===== src/rtl/list_packer.sv =====
// list_packer: packs DW-bit list elements into DBW-bit AXI4-Stream beats.
// Elements fill lanes from lane 0 upward; a beat closes when the last lane
// fills or the element carries I_LAST. Closed beats wait in a small circular
// buffer so the element side keeps flowing while the stream is stalled.
module list_packer #(
    parameter int DW  = 32,
    parameter int DBW = 256,
    parameter int BS  = 2
) (
    input  logic           ACLK,
    input  logic           ARESET,
    input  logic [DW-1:0]  IN,
    input  logic           I_VALID,
    input  logic           I_LAST,
    output logic           O_READY,
    output logic [DBW-1:0] TDATA,
    output logic [DBW/8-1:0] TKEEP,
    output logic           TLAST,
    output logic           TVALID,
    input  logic           TREADY,
    output logic [3:0]     TDEST,
    output logic [7:0]     TID,
    output logic [DBW-1:0] TUSER
);

    localparam int FS  = DBW / DW;
    localparam int LW  = $clog2(FS);
    localparam int KW  = DBW / 8;
    localparam int LCW = (LW > 0) ? LW : 1;
    localparam int PW  = (BS > 1) ? $clog2(BS) : 1;
    localparam int CW  = $clog2(BS + 1);
    localparam int BPL = DW / 8;

    logic [LCW-1:0] lane_cnt;
    logic [DBW-1:0] asm_data;
    logic [DBW-1:0] beat_data;
    logic [KW-1:0]  beat_keep;

    logic [DBW-1:0] buf_data [BS];
    logic [KW-1:0]  buf_keep [BS];
    logic           buf_last [BS];
    logic [PW-1:0]  wr_ptr;
    logic [PW-1:0]  rd_ptr;
    logic [CW-1:0]  count;

    logic accept;
    logic close;
    logic pop;

    function automatic logic [PW-1:0] ptr_inc(input logic [PW-1:0] p);
        return (p == PW'(BS - 1)) ? '0 : p + 1'b1;
    endfunction

    assign O_READY = (count < CW'(BS));
    assign TVALID  = (count != '0);
    assign accept  = I_VALID & O_READY;
    assign close   = accept & (I_LAST | (lane_cnt == LCW'(FS - 1)));
    assign pop     = TVALID & TREADY;

    // Current assembly with the incoming element dropped into its lane, plus the keep mask it implies.
    always_comb begin
        beat_data = asm_data;
        beat_keep = '0;
        for (int k = 0; k < FS; k++) begin
            if (LCW'(k) == lane_cnt) beat_data[k*DW +: DW] = IN;
        end
        for (int b = 0; b < KW; b++) begin
            beat_keep[b] = ((b / BPL) <= int'(lane_cnt));
        end
    end

    // Lane counter and assembly register; both clear when a beat closes.
    always_ff @(posedge ACLK) begin
        if (ARESET) begin
            lane_cnt <= '0;
            asm_data <= '0;
        end else if (accept) begin
            if (close) begin
                lane_cnt <= '0;
                asm_data <= '0;
            end else begin
                lane_cnt <= lane_cnt + 1'b1;
                asm_data <= beat_data;
            end
        end
    end

    // Beat storage; entries are only meaningful while counted, so no reset is needed.
    always_ff @(posedge ACLK) begin
        if (close) begin
            buf_data[wr_ptr] <= beat_data;
            buf_keep[wr_ptr] <= beat_keep;
            buf_last[wr_ptr] <= I_LAST;
        end
    end

    // Circular-buffer pointers and occupancy; push and pop in one cycle leave count unchanged.
    always_ff @(posedge ACLK) begin
        if (ARESET) begin
            wr_ptr <= '0;
            rd_ptr <= '0;
            count  <= '0;
        end else begin
            if (close) wr_ptr <= ptr_inc(wr_ptr);
            if (pop)   rd_ptr <= ptr_inc(rd_ptr);
            case ({close, pop})
                2'b10:   count <= count + 1'b1;
                2'b01:   count <= count - 1'b1;
                default: count <= count;
            endcase
        end
    end

    assign TDATA = TVALID ? buf_data[rd_ptr] : '0;
    assign TKEEP = TVALID ? buf_keep[rd_ptr] : '0;
    assign TLAST = TVALID ? buf_last[rd_ptr] : 1'b0;
    assign TDEST = '0;
    assign TID   = '0;
    assign TUSER = '0;

endmodule


===== config.mk =====
export PLATFORM = sky130hd
export DESIGN_NAME = list_packer
export DESIGN_NICKNAME = d
export VERILOG_FILES = /design/src/rtl/list_packer.sv
export SDC_FILE = /design/constraint.sdc
export NUM_CORES = 1
export LEC_CHECK = 0
export CAP_MARGIN = 20
export CORE_MARGIN = 2
export CORE_UTILIZATION = 57
export DETAILED_ROUTE_END_ITERATION = 8
export GPL_TIMING_DRIVEN = 1
export PLACE_DENSITY_LB_ADDON = 0.08
export SETUP_SLACK_MARGIN = 0.2
export SYNTH_ARGS = -nofsm -noshare
export SYNTH_HDL_FRONTEND = slang
export SYNTH_SLANG_ARGS = --single-unit

===== constraint.sdc =====
create_clock -name ACLK -period 21.7 [get_ports ACLK]
set_input_delay 6.51 -clock ACLK [delete_from_list [all_inputs] [get_ports ACLK]]
set_output_delay 6.51 -clock ACLK [all_outputs]
set_load 0.01 [all_outputs]

### Word level (Yosys, flattened, before mapping)

Memory sizes are Yosys's and may differ from the RTL's. A register that Yosys moved wholly into a read port is not among the register bits.
Index checks and enable logic that the tools add are counted.

| operators by class | value |
|---|---|
| add/subtract/negate cells | 5 |
| multiply operators | 0 |
| divide/modulo/power cells | 0 |
| $lt $le $gt $ge | 8 |
| eq/ne operators | 10 |
| shifts and indexed selects | 0 |
| muxes and demuxes | 24 |
| bitwise gates (word level) | 4 |
| reductions and logical operators | 3 |

Operators with widths:

| operator | count |
|---|---|
| $mux 256 | 2 |
| $mux 32 | 9 |
| $eq 3x3->1 const A | 4 |
| $le 3x3->1 const A | 4 |
| $mux 1 | 11 |
| $eq 2x3->1 const A | 2 |
| $le 2x3->1 const A | 2 |
| $pmux 2 s2 | 1 |
| $reduce_bool 2->1 | 2 |
| $add 3x1->3 const B | 1 |
| $and 1x1->1 | 3 |
| $eq 1x3->1 const A | 1 |
| $eq 3x3->1 const B | 1 |
| $le 1x3->1 const A | 1 |
| $logic_not 3->1 | 1 |
| $mux 3 | 1 |
| $add 1x1->1 const B | 2 |
| $add 2x1->2 const B | 1 |
| $eq 2x1->1 const B | 1 |
| $eq 2x2->1 const B | 1 |
| $lt 2x2->1 const B | 1 |
| $sub 2x1->2 const B | 1 |
| $or 1x1->1 | 1 |

| storage, ports and cells | value |
|---|---|
| register bits | 263 |
| bits in latches | 0 |
| memory bits (writable) | 570 |
| memory bits (read-only) | 0 |
| logic and storage cells | 62 |
| memories | 3 |

Memory list:

| memory | words | width | read ports | clocked after memory_dff | write ports | RTL line | RTL |
|---|---|---|---|---|---|---|---|
| buf_data | 2 | 256 | 1 | 1 | 1 | 39 | `logic [DBW-1:0] buf_data [BS];` |
| buf_keep | 2 | 28 | 1 | 1 | 1 | 40 | `logic [KW-1:0] buf_keep [BS];` |
| buf_last | 2 | 1 | 1 | 1 | 1 | 41 | `logic buf_last [BS];` |

### Longest topological paths before layout

Gate-level depths: netlist of the first run.

| depth | value |
|---|---|
| depth in word-level cells | 5 |
| depth in mapped cells | 8 |
| depth with buffers taken out | 8 |

### Worst setup path after synthesis of the first run

Ideal clock, no wire load.

| path | value |
|---|---|
| path type | input-to-reg |
| from | input I_VALID |
| to | memory buf_data[1][0], enable pin |
| setup time | 0.660 ns |
| arrival time | 13.100 ns |
| path slack | 7.941 ns |
| cell stages on the path | 3 |
| path through | nor2b_1 -> clkbuf_1 -> and3_1 |

| between the ends | value |
|---|---|
| longest elaborated chain between the ends | 4 |

RTL lines:

| element | RTL line | RTL |
|---|---|---|
| start, declared | 13 | `input logic I_VALID,` |
| $and 1x1->1 | 56 | `assign accept = I_VALID & O_READY;` |
| $and 1x1->1 | 57 | `assign close = accept & (I_LAST \| (lane_cnt == LCW'(FS - 1)));` |
| $mux 1 | 90 | `if (close) begin` |
| $mux 1 (implied by the code) | 91 | `buf_data[wr_ptr] <= beat_data;` |
| end, declared | 39 |  |

Every way passes these cells.

==> summary.md, run 1 <==
| Metric | Value |
|---|---|
| Worst R2R End | `buf_data[0][167]` |
| Filler cell count | `4445` |
| Largest net degree at the start of global routing | `211` |
| Time the final worst path needs with I/O delays and setup | `10.50 ns` |
| Delay contributed by the slowest stage of the critical path | `0.84 ns` |
| Leak Pwr | `14.1 nW` |
| Number of setup violations in the final report | `0` |
| Placed cells | `3604` |
| Buffers inserted during post-CTS setup optimization | `0` |
| TritonCTS clock tree | `built` |
| Initial antenna violation count | `2` |
| Number of global-route vias before repair | `20500` |
| Setup clock skew after layout | `0.0168 ns` |
| Sum of buffers and inverters on the critical path | `3` |
| Worst reg-to-reg setup slack | `16.84 ns` |
| Outcome | `finished, final reports clean` |
| Iteration count of the initial detailed-routing pass | `5` |
| Busiest grt layer | `met2` |
| Post-placement worst setup slack | `10.15 ns` |
| Average wire length per cell after detail routing | `22.5 um` |
| Buffers from clock root to sink, at most | `3` |
| Clock transition time at the flip-flop clock pins of the worst setup and hold paths | `0.06 ns` |
| Max Fclk | `95.3 MHz` |
| Met1 track demand over resource in global routing | `0.338` |
| VDD IR-drop max | `0.160 mV` |
| Post-route non-filler standard cell count | `3749` |
| Number of distinct library cell variants in the gate-level netlist after synthesis | `38` |
| Req. time, crit path | `15.19 ns` |
| CTS-repair resized insts | `0` |
| Cell at the root of the clock tree | `sky130_fd_sc_hd__clkbuf_16` |
| N_diodes | `0` |
| Cell-by-cell listing of the critical path | `buf_4 -> buf_12 -> mux2i_1 -> nor2_1 -> clkdlybuf4s50_1` |
| Path category of the worst min-delay check | `reg -> reg` |
| Data arrival time of the critical path | `3.99 ns` |
| Launch point of the worst reg-to-reg path | `lane_cnt[2]` |
| Number of cell rows | `90` |
| Die area | `62500 um2` |
| Setup repair after global routing missed its margin | `no` |
| I/O pin count | `596` |
| Slew HR | `0.247` |
| Yosys warning total | `0` |
| Setup tns final | `0 ns` |
| Number of nets at the end of the flow | `2947` |
| Global routing usage on met2 | `0.456` |
| Number of instances in the synthesized netlist | `2696` |
| Number of violations of the max-capacitance limit | `0` |
| Number of port buffers | `327` |
| Fraction of layout cells with a size suffix above 1 | `0.147` |
| Worst Setup End Kind | `output pin` |
| Power Dens Cells | `107 nW/um2` |
| Count of state elements after synthesis | `792` |
| Origin of the worst min-delay path | `asm_data[242]` |
| Post-detail-place hpwl | `50900 um` |
| Area growth, synth to finish | `15.6%` |
| Clk Latency, worst-skew pair | `0.61 ns` |
| DR vias/cell | `5.57` |
| Area taken by multi-input logic gates | `11400 um2` |
| H-tree level count | `3` |
| Grt ovf | `0` |
| Syn Area/Cell | `12.8 um2` |
| Global-route wire length before repair | `125000 um` |
| Cell at the slowest stage of the critical path | `sky130_fd_sc_hd__buf_4` |
| Overall die width | `250 um` |
| Die Span Y | `250 um` |
| Cell depth of the worst flop-to-flop path | `6` |
| Number of buffers created by CTS | `77` |
| Hold Slack | `0.457 ns` |
| Worst hold path cell count | `1` |
| Final hold violation count | `0` |
| Delay-heaviest family, CP | `buffers and inverters` |
| Kind of critical path | `reg -> out` |
| Pin slew with the least headroom to its limit | `1.13 ns` |
| GRT Overall Usage | `0.263` |
| Core area | `60100 um2` |
| Maximum net fanout on the critical path | `115` |
| Total vias in the final route | `20900` |
| Hold Crit Endpoint | `asm_data[242]` |
| Period utilization | `0.484` |
| Register cell area after layout | `21100 um2` |
| Mapped cell area | `34500 um2` |
| Number of nets with antenna violations after detailed routing | `0` |
| Met3 layer usage reported by global route | `0.0398` |
| Hold bufs inserted after CTS | `0` |
| Initial standard-cell utilization of the core | `0.574` |
| Final weighted congestion of routability-driven global placement | `0.760` |
| Max Slew Vio Count | `0` |
| Fraction of the yosys area taken by sequential cells | `0.613` |
| Number of sinks driven by the clock tree | `792` |
| Final wirelength | `84300 um` |
| Remaining DRCs | `0` |
| Final Worst Setup Slack | `11.20 ns` |
| Type of origin of the critical path | `register` |
| Number of violations reported at the end of detailed-routing iteration 0 | `1657` |
| Design Power | `0.00428 W` |
## report_power, final
part	total (W)	switching (W)	internal, W
sequential	0.00171	0.0000274	0.00168
combinational	0.00120	0.000670	0.000531
clock	0.00137	0.000561	0.000805
## metal layers
layer	up-vias	share of wire
li1	9498	-
met1	10500	0.40
met2	766	0.51
met3	125	0.056
met4	4	0.027
met5	-	0.00032
## worst reg2reg max path, cell delays in order (launching register included)
cell                      delay (ns)
sky130_fd_sc_hd__dfxtp_1        0.95
sky130_fd_sc_hd__ha_2           0.34
sky130_fd_sc_hd__buf_4          0.65
sky130_fd_sc_hd__nor2_1         0.24
sky130_fd_sc_hd__or3_1          0.47
sky130_fd_sc_hd__inv_8          0.67
sky130_fd_sc_hd__buf_4          1.10
## registers in the layout, summed over array words and instances (netlist names), named ones only
signal and cells:
rd_ptr 1, count 2, wr_ptr 1, asm_data 256
buf_keep 14, buf_last 2, lane_cnt 3, buf_data 512
## layout make-up
class	count	area share
clock buffers	102	0.0548
clock inverters	39	0.0101
inverters	6	0.000753
multi-input cells	1662	0.287
flip-flops and latches	792	0.530
well taps	782	0.0245
repair buffers	366	0.0929
## per-stage QoR
step                instance area, um2   util
global route                     39900  0.663
floorplan                        35500      -
global placement                 37100  0.617
detailed placement               37200  0.618
CTS                              39800  0.661
finish                           39900  0.663
## cells by family (layout without fill, tap and decap cells)
| group | count (synthesis) | count (layout) | synth area share |
|---|---|---|---|
| multiplexers | 520 | 520 | 0.160 |
| other | 1 | 268 | 0.000109 |
| XOR/XNOR | 3 | 3 | 0.000762 |
| AND/OR/NAND/NOR | 558 | 558 | 0.0779 |
| buffers and inverters | 509 | 513 | 0.0906 |
| adder cells (fa/ha/maj) | 5 | 5 | 0.00181 |
| AO/OA/AOI/OAI | 308 | 308 | 0.0559 |
| flip-flops | 792 | 792 | 0.613 |
## worst max-delay path by stage
stage | cells past startpoint | from | end
2_1_floorplan | 3 | I_VALID | buf_data[1][0]
3_3_place_gp | 5 | I_VALID | buf_data[1][139]
3_5_place_dp | 5 | I_VALID | buf_data[1][169]
4_1_cts | 5 | register | TDATA[213]
5_1_grt | 5 | register | TDATA[96]
6_report | 5 | register | TDATA[96]
## cell usage after synthesis (all sizes together)
cell type	count	area share
nor3	1	0.00014
nor4b	1	0.00069
a22o	96	0.024
inv	6	0.00065
nor2b	37	0.0067
ha	5	0.0018
edfxtp	528	0.46
buf	387	0.077
nor4	2	0.00073
or3	4	0.00073
xor2	2	0.00051
a211oi	2	0.00044
dfxtp	264	0.15
or3b	1	0.00033
nand3b	2	0.00044
and2	32	0.0058
and3	1	0.00018
mux2	256	0.084
a21o	2	0.00044
nand2b	66	0.012
xnor2	1	0.00025
nand2	6	0.00065
conb	1	0.00011
mux2i	264	0.077
nor3b	1	0.00036
o21a	3	0.00065
a21oi	71	0.010
clkbuf	116	0.013
or2	1	0.00018
nand3	131	0.019
nor2	270	0.029
nor4bb	2	0.00058
o22ai	1	0.00018
o2bb2ai	2	0.00051
o21ai	131	0.019
## placed cells by master, fill, tap and decap left out, types with 3 or more instances in the layout
| master | count |
|---|---|
| sky130_fd_sc_hd__nand2b_1 | 65 |
| sky130_fd_sc_hd__conb_1 | 268 |
| sky130_fd_sc_hd__a22o_1 | 96 |
| sky130_fd_sc_hd__a21oi_1 | 70 |
| sky130_fd_sc_hd__bufinv_16 | 8 |
| sky130_fd_sc_hd__mux2i_1 | 264 |
| sky130_fd_sc_hd__inv_1 | 5 |
| sky130_fd_sc_hd__clkinv_2 | 12 |
| sky130_fd_sc_hd__nor2_1 | 268 |
| sky130_fd_sc_hd__buf_12 | 6 |
| sky130_fd_sc_hd__or3_1 | 4 |
| sky130_fd_sc_hd__nor2b_4 | 3 |
| sky130_fd_sc_hd__mux2_2 | 256 |
| sky130_fd_sc_hd__and2_1 | 32 |
| sky130_fd_sc_hd__clkbuf_16 | 81 |
| sky130_fd_sc_hd__nor2b_1 | 34 |
| sky130_fd_sc_hd__clkbuf_1 | 13 |
| sky130_fd_sc_hd__clkbuf_8 | 8 |
| sky130_fd_sc_hd__clkinvlp_4 | 5 |
| sky130_fd_sc_hd__ha_1 | 4 |
| sky130_fd_sc_hd__dfxtp_1 | 263 |
| sky130_fd_sc_hd__edfxtp_1 | 528 |
| sky130_fd_sc_hd__nand2_1 | 6 |
| sky130_fd_sc_hd__o21a_1 | 3 |
| sky130_fd_sc_hd__clkinv_1 | 11 |
| sky130_fd_sc_hd__nand3_1 | 131 |
| sky130_fd_sc_hd__buf_4 | 30 |
| sky130_fd_sc_hd__buf_16 | 3 |
| sky130_fd_sc_hd__clkdlybuf4s50_1 | 326 |
| sky130_fd_sc_hd__o21ai_0 | 131 |
No activity file was read; power rests on OpenSTA's default activity.
==> inputs of run 2 (changes only) <==
--- a/config.mk
+++ b/config.mk
@@ -7,7 +7,7 @@
 export LEC_CHECK = 0
 export CAP_MARGIN = 20
 export CORE_MARGIN = 2
-export CORE_UTILIZATION = 57
+export CORE_UTILIZATION = 48
 export DETAILED_ROUTE_END_ITERATION = 8
 export GPL_TIMING_DRIVEN = 1
 export PLACE_DENSITY_LB_ADDON = 0.08
==> constraint.sdc (replaced) <==
create_clock -name ACLK -period 9.3 [get_ports ACLK]
set_input_delay 2.79 -clock ACLK [delete_from_list [all_inputs] [get_ports ACLK]]
set_output_delay 2.79 -clock ACLK [all_outputs]
set_load 0.01 [all_outputs]
==> run 2 against run 1 <==
- design area is 0.51% higher
- via count hardly changed
- non-clock buffer count is 9 higher
- worst hold slack worse by 0.0040 ns
- highest routed layer is now met4
- global-route usage is 3.0 points lower
- total power is 130% higher
- sequential share of layout area is 0.27 points lower
- core utilization is 10 points lower
- clock skew is 0.0048 ns higher
- count of clock-buffer cells in the layout is 17 higher
- critical path depth stayed put
==> summary.md, run 2 (synthesized netlist as in run 1, its figures left out) <==
| Metric | Value |
|---|---|
| Number of violations of the max-capacitance limit | `0 (unchanged)` |
| Clock transition time at the flip-flop clock pins of the worst setup and hold paths | `0.06 ns (about the same)` |
| Final Worst Setup Slack | `3.01 ns (-8.19 ns)` |
| Overall die width | `272 um (+8.8%)` |
| Setup clock skew after layout | `0.0216 ns (+0.00485 ns)` |
| Iteration count of the initial detailed-routing pass | `6 (+1)` |
| Number of nets with antenna violations after detailed routing | `0 (unchanged)` |
| Leak Pwr | `14.2 nW (about the same)` |
| Type of origin of the critical path | `register` |
| TritonCTS clock tree | `built` |
| Die area | `74000 um2 (+18%)` |
| Met3 layer usage reported by global route | `0.0365 (-0.00334)` |
| Total vias in the final route | `20900 (-0.043%)` |
| Pin slew with the least headroom to its limit | `1.12 ns (-0.0108 ns)` |
| Launch point of the worst reg-to-reg path | `lane_cnt[1]` |
| H-tree level count | `3 (unchanged)` |
| Number of cell rows | `98 (+8.9%)` |
| CTS-repair resized insts | `0 (unchanged)` |
| Setup repair after global routing missed its margin | `no` |
| Worst Setup End Kind | `output pin` |
| Cell depth of the worst flop-to-flop path | `8 (+2)` |
| Post-detail-place hpwl | `52600 um (+3.5%)` |
| Number of setup violations in the final report | `0 (unchanged)` |
| Setup tns final | `0 ns (unchanged)` |
| Final hold violation count | `0 (unchanged)` |
| Worst R2R End | `buf_data[0][216]` |
| DR vias/cell | `5.31 (-4.7%)` |
| Max Slew Vio Count | `0 (unchanged)` |
| Period utilization | `0.676` |
| Cell at the root of the clock tree | `sky130_fd_sc_hd__clkbuf_16` |
| Area growth, synth to finish | `16.1%` |
| Outcome | `finished, final reports clean` |
| Grt ovf | `0 (unchanged)` |
| Die Span Y | `272 um (+8.8%)` |
| Number of flip-flops in the largest register | `512 (unchanged)` |
| Final weighted congestion of routability-driven global placement | `0.753 (-1.0%)` |
| Initial standard-cell utilization of the core | `0.483 (-0.0903)` |
| Most common cell after layout, fill and taps aside | `sky130_fd_sc_hd__edfxtp_1` |
| Worst setup path startpoint | `count[1]` |
| Number of buffers created by CTS | `83 (+7.8%)` |
| Average wire length per cell after detail routing | `22.5 um (about the same)` |
| Number of nets at the end of the flow | `2962 (+0.51%)` |
| Registers with the most flip-flops | `buf_data x512, asm_data x256, buf_keep x14` |
| Maximum net fanout on the critical path | `89 (-23%)` |
| Number of sinks driven by the clock tree | `792 (unchanged)` |
| Slew HR | `0.253 (+0.00604)` |
| Req. time, crit path | `6.51 ns (-8.68 ns)` |
| Worst reg-to-reg setup slack | `5.70 ns (-11.14 ns)` |
| Number of global-route vias before repair | `20400 (-0.44%)` |
| Cell at the slowest stage of the critical path | `sky130_fd_sc_hd__buf_4` |
| Busiest grt layer | `met2` |
| Met1 track demand over resource in global routing | `0.307 (-0.0309)` |
| Biggest register | `buf_data` |
| Data arrival time of the critical path | `3.50 ns (-0.49 ns)` |
| Placed inst area | `37400 um2 (+0.66%)` |
| I/O pin count | `596 (unchanged)` |
| Number of port buffers | `327 (unchanged)` |
| Buffers inserted during post-CTS setup optimization | `0 (unchanged)` |
| Number of violations reported at the end of detailed-routing iteration 0 | `1931 (+17%)` |
| Power Dens Cells | `247 nW/um2 (+130%)` |
| Area taken by multi-input logic gates | `11400 um2 (about the same)` |
| Register cell area after layout | `21100 um2 (unchanged)` |
| Core area | `71400 um2 (+19%)` |
| Cell with the most instances on the worst path | `sky130_fd_sc_hd__buf_4` |
| Initial antenna violation count | `3 (+1)` |
| Hold bufs inserted after CTS | `0 (unchanged)` |
| Largest net degree at the start of global routing | `152 (-28%)` |
| Kind of critical path | `reg -> out` |
| Post-placement worst setup slack | `2.81 ns (-7.34 ns)` |
| Delay contributed by the slowest stage of the critical path | `0.76 ns (-0.08 ns)` |
| Fraction of layout cells with a size suffix above 1 | `0.148 (+0.000501)` |
| GRT Overall Usage | `0.233 (-0.0302)` |
| Sum of buffers and inverters on the critical path | `3 (unchanged)` |
| Clk Latency, worst-skew pair | `0.62 ns (about the same)` |
| Number of gates on the worst path with buffers counted | `5 (unchanged)` |
| Path category of the worst min-delay check | `reg -> reg` |
| Global-route wire length before repair | `130000 um (+3.8%)` |
| N_diodes | `0 (unchanged)` |
| Max Fclk | `159 MHz` |
| VDD IR-drop max | `0.202 mV (+26%)` |
| Filler cell count | `5809 (+31%)` |
| Cell-by-cell listing of the critical path | `nor2_4 -> buf_4 -> buf_4 -> nor2_1 -> clkdlybuf4s50_1` |
| Post-route cell area | `40100 um2 (+0.51%)` |
| Global routing usage on met2 | `0.394 (-0.0624)` |
| Buffers from clock root to sink, at most | `3 (unchanged)` |
| Endpoint of the worst setup timing path | `TDATA[73]` |
| Delay-heaviest family, CP | `buffers and inverters` |
| Remaining DRCs | `0 (unchanged)` |
| Highest-count cells in the layout ignoring fill and taps | `sky130_fd_sc_hd__edfxtp_1 (528), sky130_fd_sc_hd__clkdlybuf4s50_1 (326), sky130_fd_sc_hd__nor2_1 (268), sky130_fd_sc_hd__conb_1 (268), sky130_fd_sc_hd__mux2i_1 (264)` |
| Final wirelength | `88500 um (+5.0%)` |
| Time the final worst path needs with I/O delays and setup | `6.29 ns` |
run 2: layout make-up:
class                           count  area share
Sequential cell                   792       0.528
Multi-Input combinational cell   1662       0.285
Clock buffer                      119      0.0588
Tap cell                          950      0.0297
Clock inverter                     30     0.00422
Inverter                            6    0.000656
Timing Repair Buffer              375      0.0938
run 2: worst min-delay path by stage:
stage / cells past startpoint / end / start / slack [ns]
after detailed placement: 1 / asm_data[247] / asm_data[247] / 0.44
final: 1 / asm_data[234] / asm_data[234] / 0.45
after global placement: 1 / asm_data[228] / asm_data[228] / 0.44
after floorplan: 1 / asm_data[224] / asm_data[224] / 0.43
after CTS: 1 / asm_data[234] / asm_data[234] / 0.46
after global routing: 1 / asm_data[247] / asm_data[247] / 0.47
run 2: report_power, final:
part	total (W)	switching, W	internal, W	leakage [nW]
Sequential	0.00402	0.0000930	0.00393	7.07
Clock	0.00310	0.00132	0.00178	1.24
Combinational	0.00278	0.00154	0.00124	5.85
run 2: routing by layer:
layer / vias to the layer above / wire (um)
li1: 9526 / -
met1: 10500 / 36700
met2: 781 / 43800
met3: 113 / 5600
met4: 0 / 2480
met5: - / 0
run 2: metrics by stage:
stage           util  power [W]  hold WS (ns)  cells
3_5_place_dp   0.525    0.00690         0.440   3780
3_3_place_gp   0.525    0.00688         0.437   3780
2_1_floorplan      -    0.00562         0.426   2963
6_report       0.561    0.00990         0.453   3934
5_1_grt        0.561     0.0103         0.471   3934
4_1_cts        0.560    0.00999         0.458   3929
run 2: worst reg2reg max path, cell delays in order, from the launching register on:
cell                         delay, ns
sky130_fd_sc_hd__dfxtp_1          0.61
sky130_fd_sc_hd__ha_1             0.26
sky130_fd_sc_hd__ha_2             0.18
sky130_fd_sc_hd__buf_4            0.60
sky130_fd_sc_hd__nor2_1           0.23
sky130_fd_sc_hd__or3_1            0.42
sky130_fd_sc_hd__clkinvlp_4       0.13
sky130_fd_sc_hd__buf_4            0.49
sky130_fd_sc_hd__buf_12           0.32
==> variant (config.mk and constraints of run 2) <==
Make the reset (`ARESET`) asynchronous in 2 clocked blocks.
--- a/src/rtl/list_packer.sv
+++ b/src/rtl/list_packer.sv
@@ -72,3 +72,3 @@
     // Lane counter and assembly register; both clear when a beat closes.
-    always_ff @(posedge ACLK) begin
+    always_ff @(posedge ACLK or posedge ARESET) begin
         if (ARESET) begin
@@ -97,3 +97,3 @@
     // Circular-buffer pointers and occupancy; push and pop in one cycle leave count unchanged.
-    always_ff @(posedge ACLK) begin
+    always_ff @(posedge ACLK or posedge ARESET) begin
         if (ARESET) begin
Check against the original RTL: differs if ARESET is asserted again (counterexample within 4 cycles, from zero or initial values and one cycle with ARESET high); with ARESET held inactive, the same outputs for 4 cycles.
==> variant against run 2 <==
  * Area after synthesis increased by 0.33%
  * Setup slack improved by 73 ps
  * Combinational power increased by 65%
  * Sequential power increased by 18%
  * Cell count decreased by 8.2%
  * Non-clock buffer count decreased by 18
  * Largest power group unchanged
  * First-iteration DRC count decreased by 28%
  * Design area decreased by 0.11%
  * Sequential cell count decreased by 1
  * Maximum frequency increased by 1.2%
  * Synthesized cell count decreased by 13%
  * Wire length decreased by 5.9%
  * Total power increased by 26%
==> variant: results (changes against run 2) <==
- Status: finished clean
- GPL Wtd Cong: 0.732 (-2.7%)
- TritonCTS Buffers: 80 (-3.6%)
- Number of distinct library cells after synthesis: 33 (-13%)
- Share of cells above drive strength 1: 0.159 (+0.0111)
- H-Tree Level Count: 3 (unchanged)
- # resized after CTS: 0 (unchanged)
- Area contributors post-synth: edfxtp_1 46%, dfrtp_1 19%, mux2_2 8.3%
- PortBufs: 327 (unchanged)
- Met2 Wirelength: 40.4 mm (-7.8%)
- P_leak: 0.0167 uW (+18%)
- Synth Area in Compound Gates: 0.0594 (+0.00354)
- Min-delay worst type: flip-flop to flip-flop
- Combinational power: 4600 uW (+65%)
- Top Metal Used: met4
- Root buf cell: clkbuf_16
- Post-synthesis async set-or-reset flop share: 0.332 (+0.332)
- Register area share after synthesis: 0.648 (+0.0354)
- Post-Synth XOR/XNOR Area: 0.00127 (+0.000504)
- Overall Global Routing Usage: 0.219 (-0.0142)
- Initial antenna violation count: 0 (-3)
- Metal3 WL: 4.63 mm (-17%)
- Number of setup buffers added after CTS: 0 (unchanged)
- Multiplexer area fraction after synthesis: 0.160 (-0.000533)
- CP top delay family: buffers and inverters
- DP HPWL: 49.7 mm (-5.5%)
- Initial DRT Pass Iterations: 5 (-1)
- Critical path data arrival time: 3430 ps (-70 ps)
- YS warnings: 0 (unchanged)
- Final total power: 12500 uW (+26%)
- CP max FO: 55 (-38%)
- Wl on met1: 36.9 mm (+0.69%)
- Clock latency on the worst-skew pair: 620 ps (about the same)
- Antenna cells: 0 (unchanged)
- Largest net degree at the start of global routing: 184 (+21%)
- Adder-Cell Fraction of Synth Area: 0.00181 (-0.00000603)
- Crit path largest cell delay: 880 ps (+120 ps)
- Biggest regs: buf_data: 512 flops, asm_data: 256 flops, buf_keep: 14 flops
- Critical path's slowest cell: buf_4
- Commonest cells post-synth: 528 x edfxtp_1, 302 x buf_4, 269 x nor2_1
- Initial DRC count: 1388 (-28%)
- Nets: 2639 (-11%)
- Max_slew headroom: 0.249 (-0.00442)
- CTS Buffer Depth: 3 (unchanged)
- Int Power: 8490 uW (+22%)
- Clock net power: 3140 uW (+1%)
- Clock-pin slew on the worst setup and hold paths: 60 ps (about the same)
- Number of synthesized flops with an enable pin: 528 (unchanged)
- Worst vdd ir: 0.310 mV (+53%)
- Fill cells: 5814 (+0.086%)
- Worst Skew: 21.9 ps (+0.268 ps)
- First-pass GRT wire length: 122 mm (-5.9%)
- Avg WL per Cell: 23.1 um (+2.5%)
- Vias per cell: 5.28 (-0.60%)
## variant: worst paths after layout
kind	slack, ps	cells after the start	end	from
worst max register to register	4930	5	buf_data[0][60]	lane_cnt[2]
max in group asynchronous	5400	4	rd_ptr	ARESET
worst min-delay path	480	1	asm_data[238]	asm_data[238]
worst min register to register	480	1	asm_data[238]	asm_data[238]
min in group asynchronous	2520	2	asm_data[77]	ARESET
worst max-delay path	3080	4	TDATA[214]	rd_ptr
## variant: logic make-up (layout without fill, tap and decap cells)
logic type	Yosys count	in the layout
other	1	268
and+or+nand+nor	326	326
buffers and inverters	470	510
DFF	791	791
xor gates and xnor gates	5	5
muxes	520	520
AOI/OAI and AO/OA	238	238
adders and majority gates	5	5
## variant: metal layers
metal / global-route usage / up-vias
met5: 0 / -
met4: 0.0570 / 0
met2: 0.351 / 616
met3: 0.0344 / 89
met1: 0.312 / 9880
li1: - / 8475
## variant: worst reg2reg max path: cells and delay by family, from the launching register on
family                     cells  cell delay (ps)
adders and majority gates      1             1040
and+or+nand+nor                3             1240
buffers and inverters          1              860
DFF                            1              730
## variant: cell type report
| class | instances | share of cell area |
|---|---|---|
| Clock buffer | 131 | 0.0592 |
| Timing Repair Buffer | 357 | 0.0908 |
| Tap cell | 950 | 0.0297 |
| Inverter | 5 | 0.000563 |
| Clock inverter | 17 | 0.00438 |
| Multi-Input combinational cell | 1362 | 0.255 |
| Sequential cell | 791 | 0.561 |
## variant: metrics by stage
step                      hold slack (ps)  cell area [um^2]  worst slack (ps)  cells
final                                 477             40000              3080   3613
after detailed placement              470             37400              3100   3463
after CTS                             483             40000              3040   3611
after floorplan                       449             35600              1610   2623
after global placement                465             37400              3220   3460
after global routing                  497             40000              2900   3613
